`config.mk`:
```
export PLATFORM = sky130hd
export DESIGN_NAME = irrigation_scheduler
export DESIGN_NICKNAME = d
export VERILOG_FILES = /design/src/rtl/irrigation_pkg.sv /design/src/rtl/irrigation_scheduler_debounce.sv /design/src/rtl/irrigation_scheduler.sv
export SDC_FILE = /design/constraint.sdc
export NUM_CORES = 1
export LEC_CHECK = 0
export BUFFER_PORTS_ARGS = -buffer_cell sky130_fd_sc_hd__buf_2
export CORE_ASPECT_RATIO = 0.7
export CORE_UTILIZATION = 60
export CTS_BUF_LIST = sky130_fd_sc_hd__clkbuf_4
export CTS_CLUSTER_DIAMETER = 60
export CTS_CLUSTER_SIZE = 12
export DETAILED_ROUTE_END_ITERATION = 12
export PLACE_DENSITY = 0.89
export REMOVE_ABC_BUFFERS = 1
export SYNTH_ARGS = -nofsm -noshare
export SYNTH_HDL_FRONTEND = slang
export SYNTH_HIERARCHICAL = 1
export SYNTH_SLANG_ARGS = --single-unit
export TNS_END_PERCENT = 5
```
`constraint.sdc`:
```
create_clock -name Clock -period 4.7 [get_ports Clock]
set_input_delay 0.705 -clock Clock [delete_from_list [all_inputs] [get_ports Clock]]
set_output_delay 0.705 -clock Clock [all_outputs]
set_load 0.005 [all_outputs]
```
`src/rtl/irrigation_pkg.sv`:
```
// Shared types and defaults for the irrigation scheduler: FSM state encoding,
// default timing constants and a counter-width legality helper.
package irrigation_pkg;

   typedef enum logic [2:0] {
      S_IDLE     = 3'd0,
      S_DRIP     = 3'd1,
      S_SPRAY    = 3'd2,
      S_COOLDOWN = 3'd3,
      S_FAULT    = 3'd4
   } stateT;

   localparam int DEFAULT_DEBOUNCE_CYCLES = 4;
   localparam int DEFAULT_MIN_ON          = 16;
   localparam int DEFAULT_MAX_ON          = 256;
   localparam int DEFAULT_COOLDOWN        = 32;
   localparam int DEFAULT_CNT_W           = 9;

   // True when a CNT_W-bit counter can reach every terminal count it is compared against.
   function automatic bit cntWidthOk(input int cntW, input int maxOn, input int coolDown);
      longint limit;
      limit = (maxOn > coolDown) ? longint'(maxOn) : longint'(coolDown);
      return (longint'(1) << cntW) > limit;
   endfunction

endpackage

```
`src/rtl/irrigation_scheduler_debounce.sv`:
```
// Two-flop synchroniser followed by a debouncer that accepts a new level only after
// DEBOUNCE_CYCLES consecutive synchronised samples disagree with the current one.
module sensor_debounce
   import irrigation_pkg::*;
#(
   parameter int DEBOUNCE_CYCLES = DEFAULT_DEBOUNCE_CYCLES
) (
   input  logic clock,
   input  logic reset,
   input  logic rawIn,
   output logic debounced
);

   localparam int CW = $clog2(DEBOUNCE_CYCLES + 1);
   localparam logic [CW-1:0] LAST_SAMPLE = CW'(DEBOUNCE_CYCLES - 1);

   logic syncA;
   logic syncB;
   logic [CW-1:0] diffCount;

   // Any agreeing sample restarts the run, so short glitches never reach the output.
   always_ff @(posedge clock or posedge reset) begin
      if (reset) begin
         syncA     <= 1'b0;
         syncB     <= 1'b0;
         diffCount <= '0;
         debounced <= 1'b0;
      end else begin
         syncA <= rawIn;
         syncB <= syncA;
         if (syncB == debounced) begin
            diffCount <= '0;
         end else if (diffCount == LAST_SAMPLE) begin
            debounced <= syncB;
            diffCount <= '0;
         end else begin
            diffCount <= diffCount + CW'(1);
         end
      end
   end

endmodule

```
`src/rtl/irrigation_scheduler.sv`:
```
// Irrigation sequencer: debounced field and tank sensors drive a timed drip/spray FSM
// with a forced rest, a fail-safe fault state and a hysteretic tank inlet valve.
module irrigation_scheduler
   import irrigation_pkg::*;
#(
   parameter int DEBOUNCE_CYCLES = DEFAULT_DEBOUNCE_CYCLES,
   parameter int MIN_ON          = DEFAULT_MIN_ON,
   parameter int MAX_ON          = DEFAULT_MAX_ON,
   parameter int COOLDOWN        = DEFAULT_COOLDOWN,
   parameter int CNT_W           = DEFAULT_CNT_W
) (
   input  logic       Clock,
   input  logic       Reset,
   input  logic       UmidadeAr,
   input  logic       UmidadeSolo,
   input  logic       Temperatura,
   input  logic       High,
   input  logic       Medium,
   input  logic       Low,
   output logic       Gotejamento,
   output logic       Aspersao,
   output logic       ValvulaEntrada,
   output logic       Erro,
   output logic       Alarme,
   output logic [2:0] Estado
);

   localparam logic [CNT_W-1:0] MIN_ON_LAST   = CNT_W'(MIN_ON - 1);
   localparam logic [CNT_W-1:0] MAX_ON_LAST   = CNT_W'(MAX_ON - 1);
   localparam logic [CNT_W-1:0] COOLDOWN_LAST = CNT_W'(COOLDOWN - 1);

   if (!cntWidthOk(CNT_W, MAX_ON, COOLDOWN)) begin : gCntWidthCheck
      $error("irrigation_scheduler: CNT_W too narrow for MAX_ON/COOLDOWN");
   end

   logic [5:0] rawSensors;
   logic [5:0] debSensors;
   logic airD, soilD, tempD, highD, medD, lowD;

   assign rawSensors = {UmidadeAr, UmidadeSolo, Temperatura, High, Medium, Low};

   for (genvar i = 0; i < 6; i++) begin : gDebounce
      sensor_debounce #(
         .DEBOUNCE_CYCLES(DEBOUNCE_CYCLES)
      ) uDebounce (
         .clock    (Clock),
         .reset    (Reset),
         .rawIn    (rawSensors[i]),
         .debounced(debSensors[i])
      );
   end

   assign {airD, soilD, tempD, highD, medD, lowD} = debSensors;

   logic errTerm;
   logic almTerm;
   logic dripReq;
   logic sprayReq;

   // Probe consistency: high without medium, or medium without low, cannot be a real level.
   assign errTerm  = (highD & ~medD) | (medD & ~lowD);
   assign almTerm  = ~lowD | errTerm;
   assign dripReq  = ~soilD & airD & (~medD | tempD);
   assign sprayReq = ~soilD & (~airD | (medD & ~tempD));

   stateT            state;
   stateT            nextState;
   logic [CNT_W-1:0] count;
   logic             dripNext;
   logic             sprayNext;

   // State register; the actuator outputs are registered alongside it so they
   // always agree with the state code and can never overlap.
   always_ff @(posedge Clock or posedge Reset) begin
      if (Reset) begin
         state       <= S_IDLE;
         count       <= '0;
         Gotejamento <= 1'b0;
         Aspersao    <= 1'b0;
      end else begin
         state       <= nextState;
         Gotejamento <= dripNext;
         Aspersao    <= sprayNext;
         if (nextState != state) begin
            count <= '0;
         end else if (count != '1) begin
            count <= count + CNT_W'(1);
         end
      end
   end

   // Alarm always wins; a burst ends at the cap or once its request is gone after the minimum.
   always_comb begin
      nextState = state;
      case (state)
         S_IDLE: begin
            if (almTerm) begin
               nextState = S_FAULT;
            end else if (sprayReq) begin
               nextState = S_SPRAY;
            end else if (dripReq) begin
               nextState = S_DRIP;
            end
         end
         S_DRIP: begin
            if (almTerm) begin
               nextState = S_FAULT;
            end else if (count == MAX_ON_LAST) begin
               nextState = S_COOLDOWN;
            end else if ((count >= MIN_ON_LAST) && !dripReq) begin
               nextState = S_COOLDOWN;
            end
         end
         S_SPRAY: begin
            if (almTerm) begin
               nextState = S_FAULT;
            end else if (count == MAX_ON_LAST) begin
               nextState = S_COOLDOWN;
            end else if ((count >= MIN_ON_LAST) && !sprayReq) begin
               nextState = S_COOLDOWN;
            end
         end
         S_COOLDOWN: begin
            if (almTerm) begin
               nextState = S_FAULT;
            end else if (count == COOLDOWN_LAST) begin
               nextState = S_IDLE;
            end
         end
         S_FAULT: begin
            if (!almTerm) begin
               nextState = S_COOLDOWN;
            end
         end
         default: nextState = S_FAULT;
      endcase
   end

   always_comb begin
      dripNext  = 1'b0;
      sprayNext = 1'b0;
      dripNext  = (nextState == S_DRIP);
      sprayNext = (nextState == S_SPRAY);
   end

   assign Estado = state;

   // Inlet valve opens below medium and closes at high (or on a probe error), holding in between.
   always_ff @(posedge Clock or posedge Reset) begin
      if (Reset) begin
         Erro           <= 1'b0;
         Alarme         <= 1'b0;
         ValvulaEntrada <= 1'b0;
      end else begin
         Erro   <= errTerm;
         Alarme <= almTerm;
         if (errTerm | highD) begin
            ValvulaEntrada <= 1'b0;
         end else if (!medD) begin
            ValvulaEntrada <= 1'b1;
         end
      end
   end

endmodule

```
# Yosys cells after proc, flatten, opt, wreduce, memory -nomap -nowiden
# Index checks and enable logic that the tools add are counted.
# classes
addsub	7
mux	29
n_reduce_logical	12
bitwise	22
magnitude_cmp	1
n_eq_ne	23
# ops
cell	n
2-to-1 mux 3 bit	24
== test 3 x 2 -> 1 bit (second input constant)	9
adder 3 x 1 -> 3 bit (second input constant)	6
2-to-1 mux 9 bit	2
one-hot mux 3 bit (5 select lines)	1
AND reduction 2 bit	6
NOT 1 bit	11
adder 9 x 1 -> 9 bit (second input constant)	1
== test 9 x 5 -> 1 bit (second input constant)	1
== test 9 x 8 -> 1 bit (second input constant)	1
>= comparator 9 x 4 -> 1 bit (second input constant)	1
!= test 9 bit (second input constant)	1
bitwise AND 1 bit	6
== test 1 bit	6
== test 3 x 1 -> 1 bit (second input constant)	2
bitwise OR 1 bit	5
== test 3 bit (second input constant)	1
zero test 3 bit	1
!= test 3 bit	1
logical AND 1 bit	2
zero test 1 bit	2
2-to-1 mux 1 bit	2
!= test 2 bit (second input constant)	1
nonzero test 2 bit	1
# word_totals
elab_cells	125
register_bits	53
input_bits	8
output_inout_bits	8

# Depth between registers and ports, before layout
# Gate-level depths: netlist (run 1).
# depth
word_depth	12
ltp_mapped	11
mapped_depth_nobuf	10

# Hierarchy
# Netlist (run 1), hierarchy kept.
# modules_own_cells
mod	seq_area_each_um2	cells_each	n_inst	area_each_um2
sensor_debounce	150.1	14	6	220.2
irrigation_scheduler	425.4	95	1	1019.7

# Worst setup path before layout (run 1)
# Ideal clock, no wire load.
# synth_timing
kind	register -> register
start	register count[0]
end	register count[0]
arrival_time_ns	1.898
slack_ns	2.669
n_path_buf	0
synth_period_minus_slack_ns	2.031
path_stages_with_launch	10
setup_time_ns	0.133
required_time_ns	4.567
path_cell_list	dfrtp_1 ha_1 nand4_1 nor2_1 ha_1 nor2_1 a211oi_1 a21oi_4 o2bb2ai_4 nor3_2
# synth_via
elab_chain_cells	8
elab_cells_between_ends	20
classes_between	add/sub: 1; order compare: 1; eq/ne: 4; mux: 11; reduce/logical: 3
# synth_rtl
element	line_no	rtl
start: declaration	irrigation_scheduler.sv:68	logic [CNT_W-1:0] count;
start signal: assignment	irrigation_scheduler.sv:87	count <= count + CNT_W'(1);
>= comparator 9 x 4 -> 1 bit	irrigation_scheduler.sv:110, irrigation_scheduler.sv:119	
logical AND 1 bit, on equally long branches	irrigation_scheduler.sv:119, irrigation_scheduler.sv:110	
2-to-1 mux 3 bit, on equally long branches	irrigation_scheduler.sv:119, irrigation_scheduler.sv:110	
2-to-1 mux 3 bit, on equally long branches	irrigation_scheduler.sv:117, irrigation_scheduler.sv:108	
2-to-1 mux 3 bit, on equally long branches	irrigation_scheduler.sv:115, irrigation_scheduler.sv:106	
one-hot mux 3 bit (5 select lines)	irrigation_scheduler.sv:95	case (state)
!= test 3 bit	irrigation_scheduler.sv:84	if (nextState != state) begin
2-to-1 mux 9 bit or nonzero test 2 bit (tied branches)	-	
# Parallel ways exist; a longest one is shown, timed or not. The select of a mux whose other input is x is not followed.
# A chain may end at the register's enable or synchronous reset.

# Worst setup path after layout (run 1)
# layout_timing
start	register count[0]
end	register count[5]
# The elaborated chain is that of the path after synthesis.

==> summary.txt, run 1 <==
Placement
  • # port buffers: 15
  • DPL Wire Length: between 2000 and 3000 um
  • GPL Wtd Cong: roughly 0.86

Critical path
  • R2R Path Start: count[0]$_DFFE_PP0P_
  • R2R Setup Slk: 2410 ps
  • Crit Path Class: register to register
  • Critical path arrival: 2560 ps
  • Critical Path RT: 4970 ps
  • CP max FO: 9
  • CP endpoint kind: register
  • R2r endpoint: count[5]$_DFFE_PP0P_
  • Startpoint Class: register
  • Cells on worst reg2reg path: 9

GRT
  • Largest net degree at the start of global routing: 18
  • GRT Resource Usage Total: 0.212
  • Initial antenna violation count: 0
  • Vias in the first global route: between 1,000 and 1,500
  • Global-route wire length before repair: 6350 um
  • GR Overflow Total: 0

Clock tree
  • Post_cts resized: 0
  • Cts bufs inserted: 5
  • H-tree Lvls: 2
  • Cts hold-fix bufs: 0
  • Post-CTS Setup Bufs: 0
  • Clk Tree Root Cell: clkbuf_4
  • # clock sinks: between 50 and 60
  • Deepest clock path buffer count: 2
  • CTS tree: done
  • Clk Latency, worst-skew pair: 380 ps
  • Clk slew on worst S/H paths: 150 ps

Synthesis
  • Synth Flop Type: dfrtp_1
  • Average instance area after synthesis: between 10 and 15 um2
  • Fraction of registers with async set/reset: 1.00
  • Post-Synth Simple-Gate Area: 0.211
  • Flops & latches, synth: 53
  • Top cells by area, synth: dfrtp_1, ha_1, nor3b_1
  • Largest family of logic cells by synthesized area: simple AND/OR/NAND/NOR gates
  • Synthesized instance count: 179
  • Yosys top cell area share: 0.567
  • Synth unique cells: 41
  • Post-synthesis compound-gate area fraction: 0.0668
  • Post-synth EDFFs: 0
  • Sequential fraction of the synthesis area: 0.567
  • Largest area contributor in the netlist: dfrtp_1
  • Synth warnings: 6
  • Xor and xnor area share after synthesis: 0.0486
  • Post-synthesis adder-cell area fraction: 0.0481
  • Cell with the most instances after synthesis: dfrtp_1
  • Mux cell area share after synthesis: 0.0331
  • Post-synth top cells: dfrtp_1, nor3b_1, inv_1
  • Synth Cell Area: 0.00234 mm2

Floorplanning
  • Die ar.: 0.00416 mm2
  • DIE WIDTH: roughly 77 um
  • Std-Cell Rows: 18
  • Initial Util: 0.646
  • Core ar.: 0.00363 mm2
  • # IOs: 16
  • Die Span Y: 54.3 um

Drt
  • Vias per std cell: 5.53
  • DR iter-0 viols: between 90 and 100
  • DRC errors left: 0
  • Antenna viol nets, final: 0
  • Total Routed Length: ~3800 um
  • WL per Instance: about 15 um
  • DR vias: roughly 1,400
  • Iteration count of the initial detailed-routing pass: 4

Pwr
  • Leak: about 1.2 nW
  • Total power: about 1.3 mW
  • Maximum vdd drop: between 0.0002 and 0.0003 V
  • Power Density: roughly 520 mW/mm2

Cells and area
  • Area Growth Syn to Fin: 7.64%
  • N_diodes: 0
  • Post-layout nets: 216
  • Final Util: 0.695
  • Share of layout cells above drive strength 1: 0.260

STA
  • Unrepaired setup endpoints after global routing: false
  • Crit path time final: 2290 ps
  • Slew at the pin closest to its max-slew limit: 630 ps
  • Final hold vios: 0
  • Setup violations, final: 0
  • Hold_ws: 273 ps
  • Setup TNS: 0 ps
  • Rel. slew slack: 0.579
  • Slew Limit Fails: 0
  • Final period util: 0.487
  • Highest Clock Rate: 437 MHz
  • Skew final: a little under 10 ps

Status
  • Status: finished clean

Flow run
  • Max cap viols: 0

Worst hold path
  • Min-delay worst type: primary input to asynchronous set/reset pin
power by group:
group | switching (mW) | internal, mW | leakage (nW)
combinational | 0.240 | 0.206 | 0.447
sequential | 0.0965 | 0.561 | 0.674
clock | 0.141 | 0.0595 | 0.0352
routing by layer:
layer	global-route usage	wire [um]
met2	0.354	1800
met5	0	0
met1	0.269	1710
met4	0.0673	46
met3	0.0717	208
worst max path at each step:
stage | from | to | cells after the start
after global placement | count[0]$_DFFE_PP0P_ | count[2]$_DFFE_PP0P_ | 9
after global routing | count[0]$_DFFE_PP0P_ | count[5]$_DFFE_PP0P_ | 9
after CTS | count[0]$_DFFE_PP0P_ | count[5]$_DFFE_PP0P_ | 9
after detailed placement | count[0]$_DFFE_PP0P_ | count[3]$_DFFE_PP0P_ | 9
after floorplan | count[0]$_DFFE_PP0P_ | count[0]$_DFFE_PP0P_ | 9
final | count[0]$_DFFE_PP0P_ | count[5]$_DFFE_PP0P_ | 9
cells by family after synthesis:
logic type	Yosys count
AOI/OAI and AO/OA	18
xor gates and xnor gates	13
adders and majority gates	9
buffers and inverters	13
DFF	53
muxes	7
and+or+nand+nor	66
sequential cells by signal (all words and copies together), names as in the netlist:
signal                         count
gDebounce.uDebounce/debounced      6
ValvulaEntrada                     1
Alarme                             1
Erro                               1
gDebounce.uDebounce/syncB          6
count                              9
Aspersao                           1
Estado                             3
gDebounce.uDebounce/syncA          6
Gotejamento                        1
gDebounce.uDebounce/diffCount     18
critical path, cell delays in order (launching register included):
cell and delay, ps:
dfrtp_1 420, ha_1 210, nand4_1 130, nor2_1 180, ha_1 230, nor2_1 60
a211oi_1 400, a21oi_4 130, o2bb2ai_4 320, nor3_2 90
area by class of cell:
| class | instances | area, um2 |
|---|---|---|
| clock buffer | 5 | 37.5 |
| fill | 253 | 1110 |
| tap | 50 | 62.6 |
| clock inverter | 3 | 22.5 |
| sequential | 53 | 1330 |
| multi-input combinational | 113 | 955 |
| inverter | 11 | 41.3 |
| timing repair buffer | 15 | 75.1 |
stage by stage:
stage          instance area (um2)  instances  setup WS (ps)
4_1_cts                       2520        250           2410
3_5_place_dp                  2460        242           2450
3_3_place_gp                  2460        242           2540
6_report                      2520        250           2410
2_1_floorplan                 2320        177           2670
5_1_grt                       2520        250           2220
layout by cell type, fill, tap and decap left out, types with 3 or more instances in the layout:
cell type / Yosys / final
xor2_1: 3 / 3
nor2_1: 8 / 8
nor2b_4: 6 / 6
clkbuf_4: 0 / 5
nor3_1: 6 / 6
nand3_1: 3 / 3
a21oi_1: 4 / 4
nor3_2: 9 / 9
nor3b_1: 13 / 13
ha_1: 9 / 9
mux2_2: 6 / 6
nand2b_1: 4 / 4
buf_2: 0 / 15
xnor2_1: 10 / 10
dfrtp_1: 53 / 53
a31oi_1: 3 / 3
inv_1: 11 / 11
nand2_1: 4 / 4
(Power assumes the default switching activity.)
==> inputs of run 2 (changes only) <==
- ABC_AREA: not set -> 1
- CORE_UTILIZATION: 60 -> 56
- PLACE_DENSITY: 0.89 -> 0.88
- clock period: 4.7 -> 2 ns (I/O delays scaled with it)
==> run 2 against run 1 <==
Effect of this change: the run now ends with setup timing left; worst hold slack better by 95 ps; flip-flop and latch count unchanged; final cell count rose by 52%; fmax grew 9.8%; final area increased by 17%; clock skew is 2.0 ps lower; area after synthesis is 4.0% higher; combinational power grew to 3.8 times the previous value; largest cell class unchanged.
==> summary.txt, run 2 <==
Clock tree
  • Cts bufs inserted: 5 (unchanged)
  • Clk slew on worst S/H paths: 150 ps (about the same)
  • H-tree Lvls: 2 (unchanged)
  • Clk Tree Root Cell: clkbuf_4
  • CTS tree: done
  • # clock sinks: 53 (unchanged)
  • Deepest clock path buffer count: 2 (unchanged)
  • Clk Latency, worst-skew pair: 380 ps (about the same)

Cells and area
  • Commonest non-fill, non-tap cells in the layout: nand2_1, dfrtp_1, inv_1
  • Share of layout cells above drive strength 1: 0.281 (+0.0213)
  • Largest register by flop count: gDebounce.uDebounce/diffCount
  • Filler instances: 306 (+21%)
  • Post-Layout Cell Count: 379 (+52%)
  • Max reg flops: 18 (unchanged)
  • Area Growth Syn to Fin: 21.0%
  • Commonest non-fill, non-tap cell in the layout: nand2_1
  • Regs by FF count: gDebounce.uDebounce/diffCount: 18 flops, count: 9 flops
  • N_diodes: 0 (unchanged)
  • Post-layout nets: 344 (+59%)

Critical path
  • Crit path top cell by count: nand2_1
  • Slowest-stage cell, CP: dfrtp_1
  • Critical path depth: 13 (+4)
  • Startpoint Class: register
  • CP max FO: 5 (-4)
  • Worst Setup SP: count[0]$_DFFE_PP0P_
  • Critical Path RT: 2320 ps (-2650 ps)
  • R2R Setup Slk: -80 ps (-2500 ps)
  • R2R Path Start: count[0]$_DFFE_PP0P_
  • Setup crit end: count[7]$_DFFE_PP0P_
  • Delay-heaviest family, CP: simple AND/OR/NAND/NOR gates
  • Critical path buffer and inverter count: 1 (+1)
  • CP endpoint kind: register
  • Crit Path Class: register to register
  • CP peak stage delay: 380 ps (-40 ps)
  • Cells on worst reg2reg path: 13 (+4)
  • CP cell instances: ha_2 > nand4_1 > nor4_2 > buf_4 > ha_4 > nor2_1 > nand2_1 > nand2_1 > nand2_2 > nand3_2 > nand2_4 > nand3_4 > nor2_2
  • Critical path arrival: 2400 ps (-160 ps)
  • R2r endpoint: count[7]$_DFFE_PP0P_

Placement
  • Placed insts: 349 (+44%)
  • GPL Wtd Cong: 0.842 (-1.6%)
  • DPL Wire Length: 2950 um (+2.2%)
  • # port buffers: 15 (unchanged)
  • Pre-CTS setup slack: -153 ps (-2600 ps)

Drt
  • Iteration count of the initial detailed-routing pass: 5 (+1)
  • Vias per std cell: 4.82 (-13%)
  • WL per Instance: 11.7 um (-22%)
  • DRC errors left: 0 (unchanged)
  • Antenna viol nets, final: 0 (unchanged)
  • Total Routed Length: 4450 um (+18%)
  • DR iter-0 viols: 86 (-9.5%)
  • DR vias: 1,827 (+32%)

GRT
  • GR Overflow Total: 0 (unchanged)
  • Vias in the first global route: 1,698 (+27%)
  • Global-route wire length before repair: 7260 um (+14%)
  • Largest net degree at the start of global routing: 18 (unchanged)
  • Initial antenna violation count: 0 (unchanged)
  • GRT Resource Usage Total: 0.211 (-0.000803)

Pwr
  • Seq pwr share: 0.418 (-0.087)
  • Leak: 1.53 nW (+32%)
  • Total power: 3.70 mW (+180%)
  • Pint: 2.15 mW (+160%)
  • Comb power frac: 0.456 (+0.114)
  • Sw frac: 0.420 (+0.0542)
  • Psw: 1.55 mW (+230%)
  • Clock network power share: 0.126 (-0.028)
  • Power Density: 1260 mW/mm2 (+140%)
  • Maximum vdd drop: 0.000708 V (+150%)

Synthesis
  • Synthesized instance count: 280 (+56%)
  • Sequential fraction of the synthesis area: 0.545 (-0.0216)
  • Top cells by area, synth: dfrtp_1, nand2_1, inv_1
  • Post-synth top cells: nand2_1, inv_1, dfrtp_1
  • Post-synth EDFFs: 0 (unchanged)
  • Flops & latches, synth: 53 (unchanged)
  • Cell with the most instances after synthesis: nand2_1
  • Fraction of registers with async set/reset: 1.00 (unchanged)
  • Synth Cell Area: 0.00243 mm2 (+4.0%)
  • Synth warnings: 6 (unchanged)
  • Largest area contributor in the netlist: dfrtp_1
  • Synth unique cells: 20 (-51%)
  • Average instance area after synthesis: 8.69 um2 (-34%)
  • Synth Flop Type: dfrtp_1
  • Yosys top cell area share: 0.545 (-0.0216)

Floorplanning
  • Initial Util: 0.602 (-0.0435)
  • Die Span Y: 57.2 um (+5.3%)
  • Core ar.: 0.00404 mm2 (+11%)
  • Die ar.: 0.00462 mm2 (+11%)
  • DIE WIDTH: 80.8 um (+5.4%)
  • # IOs: 16 (unchanged)
  • Std-Cell Rows: 19 (+1)

STA
  • Setup violations, final: 9 (+9)
  • Setup TNS: -349 ps (-349 ps)
  • Rel. slew slack: 0.587 (+0.00746)
  • Final worst slack: -82.2 ps (-2500 ps)
  • Highest Clock Rate: 480 MHz (+9.8%)
  • Slew Limit Fails: 0 (unchanged)
  • Skew final: 7.76 ps (-1.95 ps)
  • Final hold vios: 0 (unchanged)
  • Final period util: 1.04 (+0.555)
  • Slew at the pin closest to its max-slew limit: 619 ps (-11.2 ps)
  • Unrepaired setup endpoints after global routing: true
  • Crit path time final: 2080 ps (-205 ps)

Flow run
  • Max cap viols: 0 (unchanged)

Status
  • Status: finished with violations
  • Failing checks: setup timing

Worst hold path
  • Min-delay worst type: register to register
[run 2: cell types whose count changed after synthesis, moves of 4 or more]
cell	before	now
nor2_1	8	39
nor2b_4	6	0
nor3_2	9	1
nor2_2	0	4
nand2_2	1	22
nand2_1	4	62
inv_1	11	55
nor3_1	6	0
mux2_2	6	0
nor3b_1	13	0
nand2b_1	4	0
nand3_1	3	17
xnor2_1	10	1
[run 2: power by group through the flow]
stage / registers, mW / clock network (mW) / logic, mW
6_report: 1.55 / 0.466 / 1.69
5_1_grt: 1.58 / 0.514 / 1.89
4_1_cts: 1.55 / 0.477 / 1.57
3_5_place_dp: 1.57 / 0 / 1.24
3_3_place_gp: 1.56 / 0 / 1.18
2_1_floorplan: 1.53 / 0 / 0.970
[run 2: area by class of cell]
type                    instances  area, um2  share of cell area
flip-flops and latches         53       1330               0.450
multi-input cells             172       1020               0.345
repair buffers                 39        273              0.0926
inverters                      56        210              0.0714
well taps                      52       65.1              0.0221
clock buffers                   5       37.5              0.0127
clock inverters                 2       16.3             0.00552
[run 2: kinds of logic after synthesis]
group	Yosys count	synth area share
multiplexers	1	0.00411
flip-flops	53	0.545
AND/OR/NAND/NOR	149	0.277
buffers and inverters	56	0.0864
AO/OA/AOI/OAI	5	0.0165
adder cells (fa/ha/maj)	9	0.0463
XOR/XNOR	7	0.0252
[run 2: worst min path at each step]
stage	startpoint	to	slack [ps]	cells past startpoint
CTS	High	gDebounce[2].uDebounce/syncA$_DFF_PP0_	4	1
global route	gDebounce[3].uDebounce/syncA$_DFF_PP0_	gDebounce[3].uDebounce/syncB$_DFF_PP0_	380	0
global placement	Reset	gDebounce[4].uDebounce/syncB$_DFF_PP0_	290	2
floorplan	Reset	gDebounce[0].uDebounce/debounced$_DFFE_PP0P_	90	1
finish	gDebounce[0].uDebounce/syncA$_DFF_PP0_	gDebounce[0].uDebounce/syncB$_DFF_PP0_	370	0
detailed placement	Reset	gDebounce[3].uDebounce/debounced$_DFFE_PP0P_	300	2
[run 2: repair_timing]
action	in CTS	in global routing
pin swaps	13	14
endpoints found under the hold margin	40	2
endpoints found under the setup margin	9	11
hold buffers	5	2
buffers inserted	8	7
cloned	1	0
resized for setup	17	12
[run 2: metrics by stage]
stage | hold WS, ps | instance area (um2) | utilization
after floorplan | 91.0 | 2430 | -
after CTS | 4.22 | 2820 | 0.699
after detailed placement | 298 | 2590 | 0.641
after global routing | 384 | 2940 | 0.728
after global placement | 291 | 2590 | 0.641
final | 368 | 2940 | 0.728
[run 2: layer usage]
layer | share of wire | vias up | track usage
li1 | - | 925 | -
met1 | 0.45 | 846 | 0.274
met2 | 0.48 | 42 | 0.335
met3 | 0.045 | 14 | 0.0512
met4 | 0.031 | 0 | 0.105
met5 | 0 | - | 0
==> inputs of run 3 (changes only) <==
- RECOVER_POWER: not set -> 25
- clock period: 2 -> 1.9 ns (I/O delays scaled with it)
==> run 3 against run 2 <==
Effect of this change: the run still ends with setup timing left; largest power group unchanged; final area down 1.3%; via count decreased by 0.33%; global-route usage up 2.0 points; flip-flop and latch count is the same; power increased by 4.7%; first-iteration DRC count grew 7.0%; highest routed layer unchanged; register-to-register slack better by 40 ps; sequential share of layout area increased by 0.60 points; critical endpoint unchanged.
==> summary.txt, run 3 (same netlist as run 2, synthesis figures left out) <==
Status
  • Status: finished with violations
  • Failing checks: setup timing

Floorplanning
  • Die Span Y: 57.2 um (unchanged)
  • Core ar.: 0.00404 mm2 (unchanged)
  • Die ar.: 0.00462 mm2 (unchanged)
  • # IOs: 16 (unchanged)
  • Initial Util: 0.602 (unchanged)
  • Std-Cell Rows: 19 (unchanged)
  • DIE WIDTH: 80.8 um (unchanged)

STA
  • Slew at the pin closest to its max-slew limit: 622 ps (+2.74 ps)
  • Rel. slew slack: 0.585 (-0.00183)
  • Setup TNS: -325 ps (+24.5 ps)
  • Final period util: 1.02 (-0.0175)
  • Unrepaired setup endpoints after global routing: true
  • Hold_ws: 369 ps (+0.391 ps)
  • Final worst slack: -44.7 ps (+37.4 ps)
  • Final hold vios: 0 (unchanged)
  • Skew final: 10.4 ps (+2.67 ps)
  • Slew Limit Fails: 0 (unchanged)
  • Setup violations, final: 9 (unchanged)
  • Crit path time final: 1940 ps (-137 ps)
  • Highest Clock Rate: 514 MHz (+7.1%)

Drt
  • Top Metal Used: met4
  • Iteration count of the initial detailed-routing pass: 4 (-1)
  • DR iter-0 viols: 92 (+7.0%)
  • DR vias: 1,821 (-0.33%)
  • WL per Instance: 12.2 um (+3.9%)
  • Vias per std cell: 4.80 (-0.33%)
  • Metal3 WL: 168 um (-16%)
  • Met1 WL: 2030 um (+1.9%)
  • Antenna viol nets, final: 0 (unchanged)
  • Metal2 WL: 2340 um (+11%)
  • Total Routed Length: 4620 um (+3.9%)
  • DRC errors left: 0 (unchanged)

Placement
  • Pre-CTS setup slack: -153 ps (+0.314 ps)
  • # port buffers: 15 (unchanged)
  • GPL Wtd Cong: 0.899 (+6.7%)
  • DPL Wire Length: 3300 um (+12%)

Critical path
  • Critical path arrival: 2250 ps (-150 ps)
  • R2R Setup Slk: -40 ps (+40 ps)
  • Cells on worst reg2reg path: 12 (-1)
  • CP cell instances: ha_2 > nand4_1 > nor4_4 > ha_2 > inv_1 > nand2_1 > nand2_2 > nand2_4 > nand3_2 > nand2_4 > nand3_4 > nor2_1
  • Startpoint Class: register
  • CP peak stage delay: 390 ps (about the same)
  • R2R Path Start: count[1]$_DFFE_PP0P_
  • CP max FO: 5 (unchanged)
  • Delay-heaviest family, CP: simple AND/OR/NAND/NOR gates
  • CP endpoint kind: register
  • Crit Path Class: register to register
  • Critical Path RT: 2200 ps (-120 ps)
  • Critical path depth: 12 (-1)
  • Critical path buffer and inverter count: 1 (unchanged)
  • Slowest-stage cell, CP: dfrtp_1
  • Worst Setup SP: count[1]$_DFFE_PP0P_
  • R2r endpoint: count[7]$_DFFE_PP0P_
  • Setup crit end: count[7]$_DFFE_PP0P_

Clock tree
  • Deepest clock path buffer count: 2 (unchanged)
  • CTS tree: done
  • H-tree Lvls: 2 (unchanged)
  • Clk Tree Root Cell: clkbuf_4
  • Clk slew on worst S/H paths: 150 ps (about the same)
  • Clk Latency, worst-skew pair: 360 ps (-20 ps)
  • # clock sinks: 53 (unchanged)
  • Cts bufs inserted: 5 (unchanged)

GRT
  • GR Overflow Total: 0 (unchanged)
  • Initial antenna violation count: 0 (unchanged)
  • Global-route wire length before repair: 7800 um (+7.5%)
  • GRT Resource Usage Total: 0.231 (+0.0202)
  • Largest net degree at the start of global routing: 18 (unchanged)
  • Vias in the first global route: 1,833 (+8.0%)

Cells and area
  • Filler instances: 315 (+2.9%)
  • Max reg flops: 18 (unchanged)
  • Share of layout cells above drive strength 1: 0.254 (-0.0275)
  • Largest register by flop count: gDebounce.uDebounce/diffCount
  • Storage cell area: 0.00133 mm2 (unchanged)
  • Commonest non-fill, non-tap cells in the layout: nand2_1, inv_1, dfrtp_1
  • Regs by FF count: gDebounce.uDebounce/diffCount: 18 flops, count: 9 flops
  • Area Growth Syn to Fin: 19.4%
  • N_diodes: 0 (unchanged)
  • Post-layout nets: 343 (-0.29%)
  • Area of the multi-input gates: 980 um2 (-3.6%)
  • Final Util: 0.719 (-0.00960)
  • Commonest non-fill, non-tap cell in the layout: nand2_1

Pwr
  • Leak: 1.55 nW (+1.2%)
  • Maximum vdd drop: 0.000745 V (+5.2%)
  • Power Density: 1330 mW/mm2 (+6.1%)

Flow run
  • Max cap viols: 0 (unchanged)

Worst hold path
  • Min-delay worst type: register to register
-- run 3: power breakdown --
part / switching (mW) / internal, mW
Clock: 0.355 / 0.148
Sequential: 0.231 / 1.40
Combinational: 1.02 / 0.726
-- run 3: worst min path at each step --
stage                                                       from                                            to  slack, ps  depth (start not counted)
after floorplan                                            Reset  gDebounce[0].uDebounce/debounced$_DFFE_PP0P_         80                          1
after global placement                                     Reset        gDebounce[4].uDebounce/syncB$_DFF_PP0_        270                          2
after detailed placement                                   Reset  gDebounce[0].uDebounce/debounced$_DFFE_PP0P_        280                          2
after CTS                 gDebounce[5].uDebounce/syncA$_DFF_PP0_        gDebounce[5].uDebounce/syncB$_DFF_PP0_        370                          0
after global routing      gDebounce[2].uDebounce/syncA$_DFF_PP0_        gDebounce[2].uDebounce/syncB$_DFF_PP0_        390                          0
final                     gDebounce[5].uDebounce/syncA$_DFF_PP0_        gDebounce[5].uDebounce/syncB$_DFF_PP0_        370                          0
-- run 3: cell type report --
type                    instances  area share
clock buffers                   5      0.0129
repair buffers                 38      0.0909
multi-input cells             172       0.337
inverters                      56      0.0724
flip-flops and latches         53       0.457
clock inverters                 3     0.00775
well taps                      52      0.0224
-- run 3: timing repair --
item | in CTS | in global routing
setup buffers | 6 | 2
endpoints found under the setup margin | 10 | 13
hold endpoints to repair | 42 | 0
pin swaps | 12 | 10
hold buffers | 7 | 0
resized for setup | 13 | 5
cloned | 1 | 0
-- run 3: metrics by stage --
step	cells	total power [mW]	area (um2)
6_report	379	3.87	2910
5_1_grt	379	4.17	2910
4_1_cts	377	3.78	2870
3_5_place_dp	355	3.01	2630
3_3_place_gp	355	2.92	2630
2_1_floorplan	280	2.63	2430
-- run 3: routing by layer --
metal / vias up / track usage
met5: - / 0
met3: 10 / 0.0608
met4: 0 / 0.0791
li1: 928 / -
met2: 36 / 0.408
met1: 847 / 0.276
